## src/rtl/tx_frame_mux_if.sv

```systemverilog
// Sample-stream bundle for tx_frame_mux: preamble and data sources in, one framed stream out.
// The slave modport is the mux's view; the master modport drives the sources and sinks the frame.
interface tx_frame_mux_if;
   logic        frame_start;
   logic [15:0] train_din;
   logic        train_din_vld;
   logic        train_din_last;
   logic        train_din_rdy;
   logic [15:0] data_din;
   logic        data_din_vld;
   logic        data_din_last;
   logic        data_din_rdy;
   logic [15:0] frame_dout;
   logic        frame_dout_vld;
   logic        frame_dout_rdy;
   logic        frame_dout_last;
   logic [11:0] frame_dout_index;
   logic        frame_busy;
   logic        frame_err;

   modport slave (
      input  frame_start,
      input  train_din, train_din_vld, train_din_last,
      output train_din_rdy,
      input  data_din, data_din_vld, data_din_last,
      output data_din_rdy,
      output frame_dout, frame_dout_vld, frame_dout_last, frame_dout_index,
      input  frame_dout_rdy,
      output frame_busy, frame_err
   );

   modport master (
      output frame_start,
      output train_din, train_din_vld, train_din_last,
      input  train_din_rdy,
      output data_din, data_din_vld, data_din_last,
      input  data_din_rdy,
      input  frame_dout, frame_dout_vld, frame_dout_last, frame_dout_index,
      output frame_dout_rdy,
      input  frame_busy, frame_err
   );
endinterface

```

## src/rtl/tx_frame_mux.sv

```systemverilog
// Builds one transmit frame: TRAIN_LEN preamble samples followed by DATA_SYMS data symbols,
// passed through a single output register stage with full-throughput handshaking.
module tx_frame_mux #(
   parameter int unsigned DATA_SYMS = 4,
   parameter int unsigned SYM_LEN   = 80,
   parameter int unsigned TRAIN_LEN = 320
) (
   input logic           clk,
   input logic           rst_n,
   tx_frame_mux_if.slave bus
);
   localparam int unsigned FRAME_LEN = TRAIN_LEN + DATA_SYMS * SYM_LEN;
   localparam logic [11:0] TrainEnd  = 12'(TRAIN_LEN - 1);
   localparam logic [11:0] SampEnd   = 12'(SYM_LEN - 1);
   localparam logic [5:0]  SymEnd    = 6'(DATA_SYMS - 1);
   localparam logic [11:0] FrameEnd  = 12'(FRAME_LEN - 1);

   typedef enum logic [1:0] {StIdle, StTrain, StData, StDrain} state_e;

   state_e      state_q;
   logic [11:0] idx_q;
   logic [11:0] samp_q;
   logic [5:0]  sym_q;
   logic [15:0] dout_q;
   logic [11:0] dout_idx_q;
   logic        dout_vld_q;
   logic        dout_last_q;
   logic        err_q;

   logic        ostall;
   logic        train_rdy;
   logic        data_rdy;
   logic        train_acc;
   logic        data_acc;
   logic        in_acc;
   logic [15:0] in_sample;
   logic        train_end;
   logic        samp_end;
   logic        sym_end;

   assign ostall    = dout_vld_q & ~bus.frame_dout_rdy;
   assign train_rdy = (state_q == StTrain) & ~ostall;
   assign data_rdy  = (state_q == StData) & ~ostall;
   assign train_acc = train_rdy & bus.train_din_vld;
   assign data_acc  = data_rdy & bus.data_din_vld;
   assign in_acc    = train_acc | data_acc;
   assign in_sample = train_acc ? bus.train_din : bus.data_din;
   assign train_end = (idx_q == TrainEnd);
   assign samp_end  = (samp_q == SampEnd);
   assign sym_end   = (sym_q == SymEnd);

   always_ff @(posedge clk) begin
      if (!rst_n) begin
         state_q     <= StIdle;
         idx_q       <= '0;
         samp_q      <= '0;
         sym_q       <= '0;
         dout_q      <= '0;
         dout_idx_q  <= '0;
         dout_vld_q  <= 1'b0;
         dout_last_q <= 1'b0;
         err_q       <= 1'b0;
      end else begin
         // Output register: load on acceptance, otherwise hold until drained downstream.
         if (in_acc) begin
            dout_q      <= in_sample;
            dout_vld_q  <= 1'b1;
            dout_idx_q  <= idx_q;
            dout_last_q <= (idx_q == FrameEnd);
            idx_q       <= idx_q + 12'd1;
         end else if (bus.frame_dout_rdy) begin
            dout_vld_q <= 1'b0;
         end

         unique case (state_q)
            StIdle: begin
               if (bus.frame_start) begin
                  state_q <= StTrain;
                  idx_q   <= '0;
                  samp_q  <= '0;
                  sym_q   <= '0;
                  err_q   <= 1'b0;
               end
            end
            StTrain: begin
               if (train_acc) begin
                  if (bus.train_din_last != train_end) err_q <= 1'b1;
                  if (train_end) state_q <= StData;
               end
            end
            StData: begin
               // Sequencing follows the counters only; last flags merely feed the error flag.
               if (data_acc) begin
                  if (bus.data_din_last != samp_end) err_q <= 1'b1;
                  if (samp_end) begin
                     samp_q <= '0;
                     if (sym_end) state_q <= StDrain;
                     else         sym_q   <= sym_q + 6'd1;
                  end else begin
                     samp_q <= samp_q + 12'd1;
                  end
               end
            end
            StDrain: begin
               if (!ostall) state_q <= StIdle;
            end
            default: state_q <= StIdle;
         endcase
      end
   end

   assign bus.train_din_rdy    = train_rdy;
   assign bus.data_din_rdy     = data_rdy;
   assign bus.frame_dout       = dout_q;
   assign bus.frame_dout_vld   = dout_vld_q;
   assign bus.frame_dout_last  = dout_last_q;
   assign bus.frame_dout_index = dout_idx_q;
   assign bus.frame_busy       = (state_q != StIdle);
   assign bus.frame_err        = err_q;
endmodule

```

## src/flat_wrapper.sv

```systemverilog
// flat-port wrapper written by rule: the top's interface ports become plain ports
module tx_frame_mux_flat 
#(
   parameter int unsigned DATA_SYMS = 4,
   parameter int unsigned SYM_LEN   = 80,
   parameter int unsigned TRAIN_LEN = 320
)
  (clk, rst_n, bus_frame_start, bus_train_din, bus_train_din_vld, bus_train_din_last, bus_train_din_rdy, bus_data_din, bus_data_din_vld, bus_data_din_last, bus_data_din_rdy, bus_frame_dout, bus_frame_dout_vld, bus_frame_dout_last, bus_frame_dout_index, bus_frame_dout_rdy, bus_frame_busy, bus_frame_err);
  tx_frame_mux_if bus_i ();
  input logic clk;
  input logic rst_n;
  input wire logic [$bits(bus_i.frame_start)-1:0] bus_frame_start;
  input wire logic [$bits(bus_i.train_din)-1:0] bus_train_din;
  input wire logic [$bits(bus_i.train_din_vld)-1:0] bus_train_din_vld;
  input wire logic [$bits(bus_i.train_din_last)-1:0] bus_train_din_last;
  output wire logic [$bits(bus_i.train_din_rdy)-1:0] bus_train_din_rdy;
  input wire logic [$bits(bus_i.data_din)-1:0] bus_data_din;
  input wire logic [$bits(bus_i.data_din_vld)-1:0] bus_data_din_vld;
  input wire logic [$bits(bus_i.data_din_last)-1:0] bus_data_din_last;
  output wire logic [$bits(bus_i.data_din_rdy)-1:0] bus_data_din_rdy;
  output wire logic [$bits(bus_i.frame_dout)-1:0] bus_frame_dout;
  output wire logic [$bits(bus_i.frame_dout_vld)-1:0] bus_frame_dout_vld;
  output wire logic [$bits(bus_i.frame_dout_last)-1:0] bus_frame_dout_last;
  output wire logic [$bits(bus_i.frame_dout_index)-1:0] bus_frame_dout_index;
  input wire logic [$bits(bus_i.frame_dout_rdy)-1:0] bus_frame_dout_rdy;
  output wire logic [$bits(bus_i.frame_busy)-1:0] bus_frame_busy;
  output wire logic [$bits(bus_i.frame_err)-1:0] bus_frame_err;
  assign bus_i.frame_start = bus_frame_start;
  assign bus_i.train_din = bus_train_din;
  assign bus_i.train_din_vld = bus_train_din_vld;
  assign bus_i.train_din_last = bus_train_din_last;
  assign bus_train_din_rdy = bus_i.train_din_rdy;
  assign bus_i.data_din = bus_data_din;
  assign bus_i.data_din_vld = bus_data_din_vld;
  assign bus_i.data_din_last = bus_data_din_last;
  assign bus_data_din_rdy = bus_i.data_din_rdy;
  assign bus_frame_dout = bus_i.frame_dout;
  assign bus_frame_dout_vld = bus_i.frame_dout_vld;
  assign bus_frame_dout_last = bus_i.frame_dout_last;
  assign bus_frame_dout_index = bus_i.frame_dout_index;
  assign bus_i.frame_dout_rdy = bus_frame_dout_rdy;
  assign bus_frame_busy = bus_i.frame_busy;
  assign bus_frame_err = bus_i.frame_err;
  tx_frame_mux #(.DATA_SYMS(DATA_SYMS), .SYM_LEN(SYM_LEN), .TRAIN_LEN(TRAIN_LEN)) u_core (.clk(clk), .rst_n(rst_n), .bus(bus_i));
endmodule
```

## config.mk

```make
export PLATFORM = sky130hd
export DESIGN_NAME = tx_frame_mux_flat
export DESIGN_NICKNAME = d
export VERILOG_FILES = /design/src/rtl/tx_frame_mux_if.sv /design/src/rtl/tx_frame_mux.sv /design/src/flat_wrapper.sv
export SDC_FILE = /design/constraint.sdc
export NUM_CORES = 1
export LEC_CHECK = 0
export ABC_AREA = 1
export CORE_ASPECT_RATIO = 0.75
export CORE_MARGIN = 2
export CORE_UTILIZATION = 45
export DETAILED_ROUTE_END_ITERATION = 7
export GPL_ROUTABILITY_DRIVEN = 0
export PLACE_DENSITY = 0.73
export SYNTH_ARGS = -nofsm -noshare
export SYNTH_HDL_FRONTEND = slang
export SYNTH_SLANG_ARGS = --single-unit
```

## constraint.sdc

```tcl
create_clock -name clk -period 2.15 [get_ports clk]
set_clock_uncertainty 0.1 [all_clocks]
set_input_delay 0.3225 -clock clk [delete_from_list [all_inputs] [get_ports clk]]
set_output_delay 0.3225 -clock clk [all_outputs]
set_load 0.02 [all_outputs]
```

==> run metrics, run 1 <==
status=finished, final reports clean; combinational share of power=47.3%; worst slew pin tran=0.393 ns; setup_tns=0 ns; Worst Setup Path Type=reg -> out; initial antenna violation count=0; clock buffer count from CTS=9; vias in the first global route=2,983; gr ovfl total=0; I/O pin cnt=74; Sw Pwr=1.91 mW; Avg WL per Cell=12.6 µm; EDFF count, synth=0; hold buffers post-CTS=0; Final Max Tran Viols=0; Worst Setup Start Kind=flip-flop; Mapped Area=0.00317 mm²; PostCTS Resize Cnt=3; share of cells above drive strength 1=10.0%; peak fanout along the critical path=4; Reg2Reg Setup Slack=0.24 ns; worst hold path type=reg -> reg; count leader, synth=nand2_1; Overall Global Routing Usage=21.7%; vias per inst=5.02; Pwr Density=1090 mW/mm²; top cells by count, synth=nand2_1, dfxtp_1, nor2_1; Die Wd=101 µm; crit path time final=1.96 ns; H-tree depth=3; Setup crit end kind=output port; final WL=7.62 mm; CTS tree=built; P_leak=1.65 nW; unrepaired setup endpoints after global routing=no; Yosys top cell by area=dfxtp_1; register area share after synthesis=39.8%; Row Count=26; CTS Sinks=63; die area=0.00773 mm²; RR Endpoint=u_core.samp_q[5]; max incr delay on CP=0.35 ns; Final setup viols=0; CP Cell Sequence=inv_1 > ha_1 > inv_1 > nor2_1 > dlygate4sd2_1; DR vias=3,025; reg2reg start=u_core.state_q[0]; final antenna diode count=0; Mean Syn Cell Area=7.31 µm²; post-synth cell types=37; first-pass GRT wire length=13.5 mm; Root Driver=clkbuf_8; Net Count, Synth=480; hold path depth=2; Worst EP required=1.73 ns; Max Cap Violations=0; Skew-Pair Late Insertion Delay=0.34 ns; ranking of synthesized cells by area=dfxtp_1, nand2_1, nor2_1; Crit path top cell by count=inv_1; Critical Path Source=u_core.state_q[0]; largest net degree at the start of global routing=48; DRC=0; critical path arrival=1.54 ns; Hold Fails Final Rpt=0; Rel. slew slack=73.6%; clk slew on worst S/H paths=0.07 ns; synthesized instance count=433; Ys Warns=0; drt first pass iters=4; fin crit share=91.3%; Die Ht=76.6 µm; Worst VDD drop=0.558 mV; worst-case clock buffer depth=2; flops & latches, synth=63; post-route setup slack=0.187 ns; pre-CTS WS=0.0853 ns; ys flop type=dfxtp_1; fmax=510 MHz; Internal Power=2.69 mW; setup bufs post-CTS=0; Final Net Count=561; final HPWL from detailed placement=5.68 mm; Starting Density=46.6%; Async SR Flop Fraction=0%; Flop pwr share=32.8%; core area=0.00680 mm²; antenna-violating nets left=0; post-synth top area share=39.8%; port bufs=73; clock group share of total power=19.9%; initial DRC count=86; post-layout power=4.59 mW; sw frac=41.5%; Critical Path End=bus_data_din_rdy; Area growth, synth to finish=32.7%; CP max-delay cell=dlygate4sd2_1; Reg2Reg Depth=9
## layer usage
| layer | vias up | wire [µm] | part of all wire, % | GRT usage (%) |
|---|---|---|---|---|
| met5 | - | 0 | 0 | 0 |
| met4 | 0 | 106 | 1.4 | 7.53 |
| met3 | 12 | 618 | 8.1 | 9.17 |
| met2 | 88 | 3260 | 43 | 31.7 |
| met1 | 1345 | 3640 | 48 | 28.4 |
| li1 | 1580 | - | - | - |
## power by group through the flow
| stage | Clock [mW] | Sequential, mW | Combinational, mW |
|---|---|---|---|
| after floorplan | 0 | 1.71 | 1.25 |
| after global placement | 0 | 1.51 | 2.19 |
| after detailed placement | 0 | 1.53 | 2.20 |
| after CTS | 0.937 | 1.50 | 2.20 |
| after global routing | 0.991 | 1.53 | 2.42 |
| final | 0.913 | 1.50 | 2.17 |
## logic make-up (layout without fill, tap and decap cells)
| kind of cell | Yosys count | count (layout) | share of synthesized area [%] |
|---|---|---|---|
| buf+inv | 57 | 143 | 7.75 |
| compound gates | 83 | 83 | 14.6 |
| simple gates | 209 | 209 | 31.2 |
| xor+xnor | 14 | 14 | 3.87 |
| flops | 63 | 63 | 39.8 |
| fa+ha+maj | 7 | 7 | 2.77 |
## worst min path at each step
| stage | from | end | slack, ns |
|---|---|---|---|
| after floorplan | u_core.idx_q[9] | u_core.idx_q[9] | 0.36 |
| after global placement | u_core.bus.frame_dout_index[2] | u_core.bus.frame_dout_index[2] | 0.36 |
| after detailed placement | u_core.bus.frame_dout_index[2] | u_core.bus.frame_dout_index[2] | 0.36 |
| after CTS | u_core.bus.frame_dout_index[2] | u_core.bus.frame_dout_index[2] | 0.37 |
| after global routing | u_core.bus.frame_dout_index[2] | u_core.bus.frame_dout_index[2] | 0.39 |
| final | u_core.bus.frame_dout_index[2] | u_core.bus.frame_dout_index[2] | 0.37 |
## area by class of cell
type	count	area, µm²
fillers	616	2600
multi-input cells	313	1660
flip-flops and latches	63	1260
repair buffers	85	842
inverters	42	160
clock buffers	10	138
well taps	84	105
clock inverters	6	36.3
## worst max-delay path: cells and delay by family (launching register included)
family	cells	cell delay (ns)
adders and majority gates	1	0.23
buffers and inverters	3	0.52
DFF	1	0.34
and+or+nand+nor	1	0.11
## flip-flops by register name, indices dropped and copies added (netlist names)
name / cells
u_core.bus.frame_dout: 16
u_core.bus.frame_dout_index: 12
u_core.bus.frame_dout_last: 1
u_core.bus.frame_dout_vld: 1
u_core.bus.frame_err: 1
u_core.idx_q: 12
u_core.samp_q: 12
u_core.state_q: 2
u_core.sym_q: 6
## layout by cell type, fill, tap and decap left out, types with 2 or more instances in the layout
| cell type | n |
|---|---|
| clkbuf_8 | 10 |
| nor3_1 | 5 |
| nor4_1 | 3 |
| dfxtp_1 | 63 |
| o21ai_2 | 2 |
| buf_12 | 2 |
| nand2_2 | 3 |
| xor2_1 | 13 |
| o21ai_0 | 35 |
| nand2_4 | 3 |
| a21oi_1 | 26 |
| nand2_1 | 100 |
| nor2_1 | 53 |
| a31oi_1 | 16 |
| buf_4 | 10 |
| nand4_1 | 7 |
| inv_1 | 38 |
| clkinv_2 | 4 |
| dlygate4sd2_1 | 3 |
| nand3_4 | 3 |
| a211oi_1 | 2 |
| clkdlybuf4s50_1 | 70 |
| nand3_1 | 20 |
| ha_1 | 7 |
| inv_2 | 3 |
| nor2_4 | 3 |
## metrics by stage
step           area, µm²  cells  hold slack [ns]  utilization (%)
3_3_place_gp        4030    587            0.359             59.3
2_1_floorplan       3170    433            0.358                -
6_report            4200    603            0.366             61.8
5_1_grt             4200    603            0.393             61.8
3_5_place_dp        4030    587            0.359             59.3
4_1_cts             4200    603            0.368             61.8
Power figures use the tool's default switching activity.
==> run 2, diff against run 1 <==
Settings changed: ABC_AREA 1 to not set, DONT_BUFFER_PORTS set to 1, PLACE_DENSITY 0.73 to not set.
==> run 2 against run 1 <==
  * Highest routed layer unchanged
  * Final area is 19% lower
  * Count of clock-buffer cells in the layout is 2 higher
  * Largest power group is now sequential cells
  * Fmax is 1.6% lower
  * Critical path depth is 2 higher
  * Register-to-register slack worse by 0.08 ns
  * Sequential share of layout area is 7.2 points higher
==> run metrics, run 2 <==
status=finished, final reports clean; CP Cell Sequence=inv_1 > ha_1 > or2b_2 > nand4_1 > o31a_1 > or3_1 > a21oi_1; Die Ht=74.7 µm; ys flop type=dfxtp_1; Mean Syn Cell Area=9.02 µm²; hold buffers post-CTS=2; Starting Density=46.9%; max FFs per register=16; Worst VDD drop=0.472 mV; setup_tns=0 ns; setup bufs post-CTS=0; worst hold path type=in -> reg; worst slew pin tran=0.574 ns; Overall Global Routing Usage=17.8%; highest routed layer=met4; ranking of synthesized cells by area=dfxtp_1, nand2_1, mux2i_1; fmax=501 MHz; Setup crit end kind=flip-flop; register area share after synthesis=42.1%; Mapped Area=0.00300 mm²; largest net degree at the start of global routing=31; peak fanout along the critical path=7; Area growth, synth to finish=13.2%; first-pass GRT wire length=10.3 mm; Avg WL per Cell=14.1 µm; Die Wd=98.2 µm; fill count=632; Rel. slew slack=61.6%; fin crit share=92.8%; vias per inst=5.35; core area=0.00638 mm²; CTS tree=built; Final Max Tran Viols=0; P_leak=1.39 nW; Hold Fails Final Rpt=0; final antenna diode count=0; DR vias=2,299; worst-case clock buffer depth=2; clk slew on worst S/H paths=0.07 ns; I/O pin cnt=74; unrepaired setup endpoints after global routing=no; final HPWL from detailed placement=4.19 mm; Async SR Flop Fraction=0%; port bufs=0; met1 WL=2.93 mm; CTS Sinks=63; post-layout util=53.2%; critical path arrival=2.16 ns; synthesized instance count=332; post-synth top area share=42.1%; Root Driver=clkbuf_8; WL met2=2.68 mm; Max Cap Violations=0; Worst Setup Path Type=reg -> reg; max incr delay on CP=0.39 ns; die area=0.00733 mm²; crit path time final=1.99 ns; clock buffer count from CTS=9; initial DRC count=107; Row Count=25; Final Net Count=391; antenna-violating nets left=0; flops & latches, synth=63; DRC=0; met3 routed WL=413 µm; Final setup viols=0; Worst EP required=2.32 ns; Net Count, Synth=379; share of cells above drive strength 1=12.6%; EDFF count, synth=0; commonest cells after routing, fill and taps aside=nand2_1, dfxtp_1, nor2_1; CP max-delay cell=dfxtp_1; initial antenna violation count=0; Worst Setup Start Kind=flip-flop; Skew-Pair Late Insertion Delay=0.34 ns; final WL=6.08 mm; Ys Warns=0; PostCTS Resize Cnt=0; H-tree depth=3; drt first pass iters=4; vias in the first global route=2,191; top cells by count, synth=dfxtp_1, nand2_1, nor2_1; post-synth cell types=47; Pwr Density=1150 mW/mm²; gr ovfl total=0; Yosys top cell by area=dfxtp_1
run 2: changes by cell type after synthesis, sizes merged, moves of 14 or more:
cell / previous run / this run
a21boi: 0 / 14
a21oi: 27 / 6
a31oi: 16 / 0
inv: 42 / 5
mux2i: 0 / 20
nand2: 106 / 63
nor2: 57 / 29
o211a: 0 / 16
o21ai: 37 / 4
run 2: cell type report:
type	instances	area, µm²	area share, %
Clock inverter	4	52.6	1.55
Inverter	5	18.8	0.553
Multi-Input combinational cell	248	1640	48.2
Clock buffer	12	165	4.87
Tap cell	81	101	2.99
Sequential cell	63	1260	37.2
Timing Repair Buffer	17	158	4.65
run 2: worst paths after layout:
kind                            slack [ns]  cells past startpoint              start                         to
worst min register to register        0.38                      2    u_core.sym_q[1]            u_core.sym_q[1]
worst min-delay path                  0.03                      1              rst_n  u_core.bus.frame_dout[15]
worst max register to register        0.16                      7  u_core.state_q[0]            u_core.sym_q[5]
worst max-delay path                  0.16                      7  u_core.state_q[0]            u_core.sym_q[5]
run 2: report_power, final:
group	total (mW)	internal, mW	leakage [nW]	switching [mW]
registers	1.59	1.33	0.510	0.261
logic	1.23	0.539	0.775	0.686
clock network	1.09	0.630	0.101	0.460
run 2: cells by family (layout without fill, tap and decap cells):
family	count (synthesis)	count (layout)	synth area share, %
xor gates and xnor gates	25	25	7.31
and+or+nand+nor	146	146	23.9
DFF	63	63	42.1
adders and majority gates	7	7	2.92
muxes	20	20	6.68
AOI/OAI and AO/OA	50	50	13.6
buffers and inverters	21	38	3.55
run 2: metal layers:
layer	track usage (%)	up-vias
met1	22.9	1066
met2	27.4	54
li1	-	1173
met3	7.43	6
met5	0	-
met4	6.85	0
run 2: through the flow:
stage                     cell area [µm²]  power [mW]  cells  setup slack, ns  hold slack (ns)
after CTS                            3390        3.96    430            0.181          0.00511
after detailed placement             3150        2.84    412            0.193            0.364
after floorplan                      3000        2.49    332            0.198            0.344
after global routing                 3390        4.15    430           0.0353          0.00637
after global placement               3150        2.83    412            0.245            0.364
final                                3390        3.91    430            0.155           0.0266
run 2: critical path: cells and delay by family (launching register included):
family,cells,cell delay (ns)
compound gates,2,0.48
buf+inv,1,0.09
fa+ha+maj,1,0.20
simple gates,3,0.67
flops,1,0.39
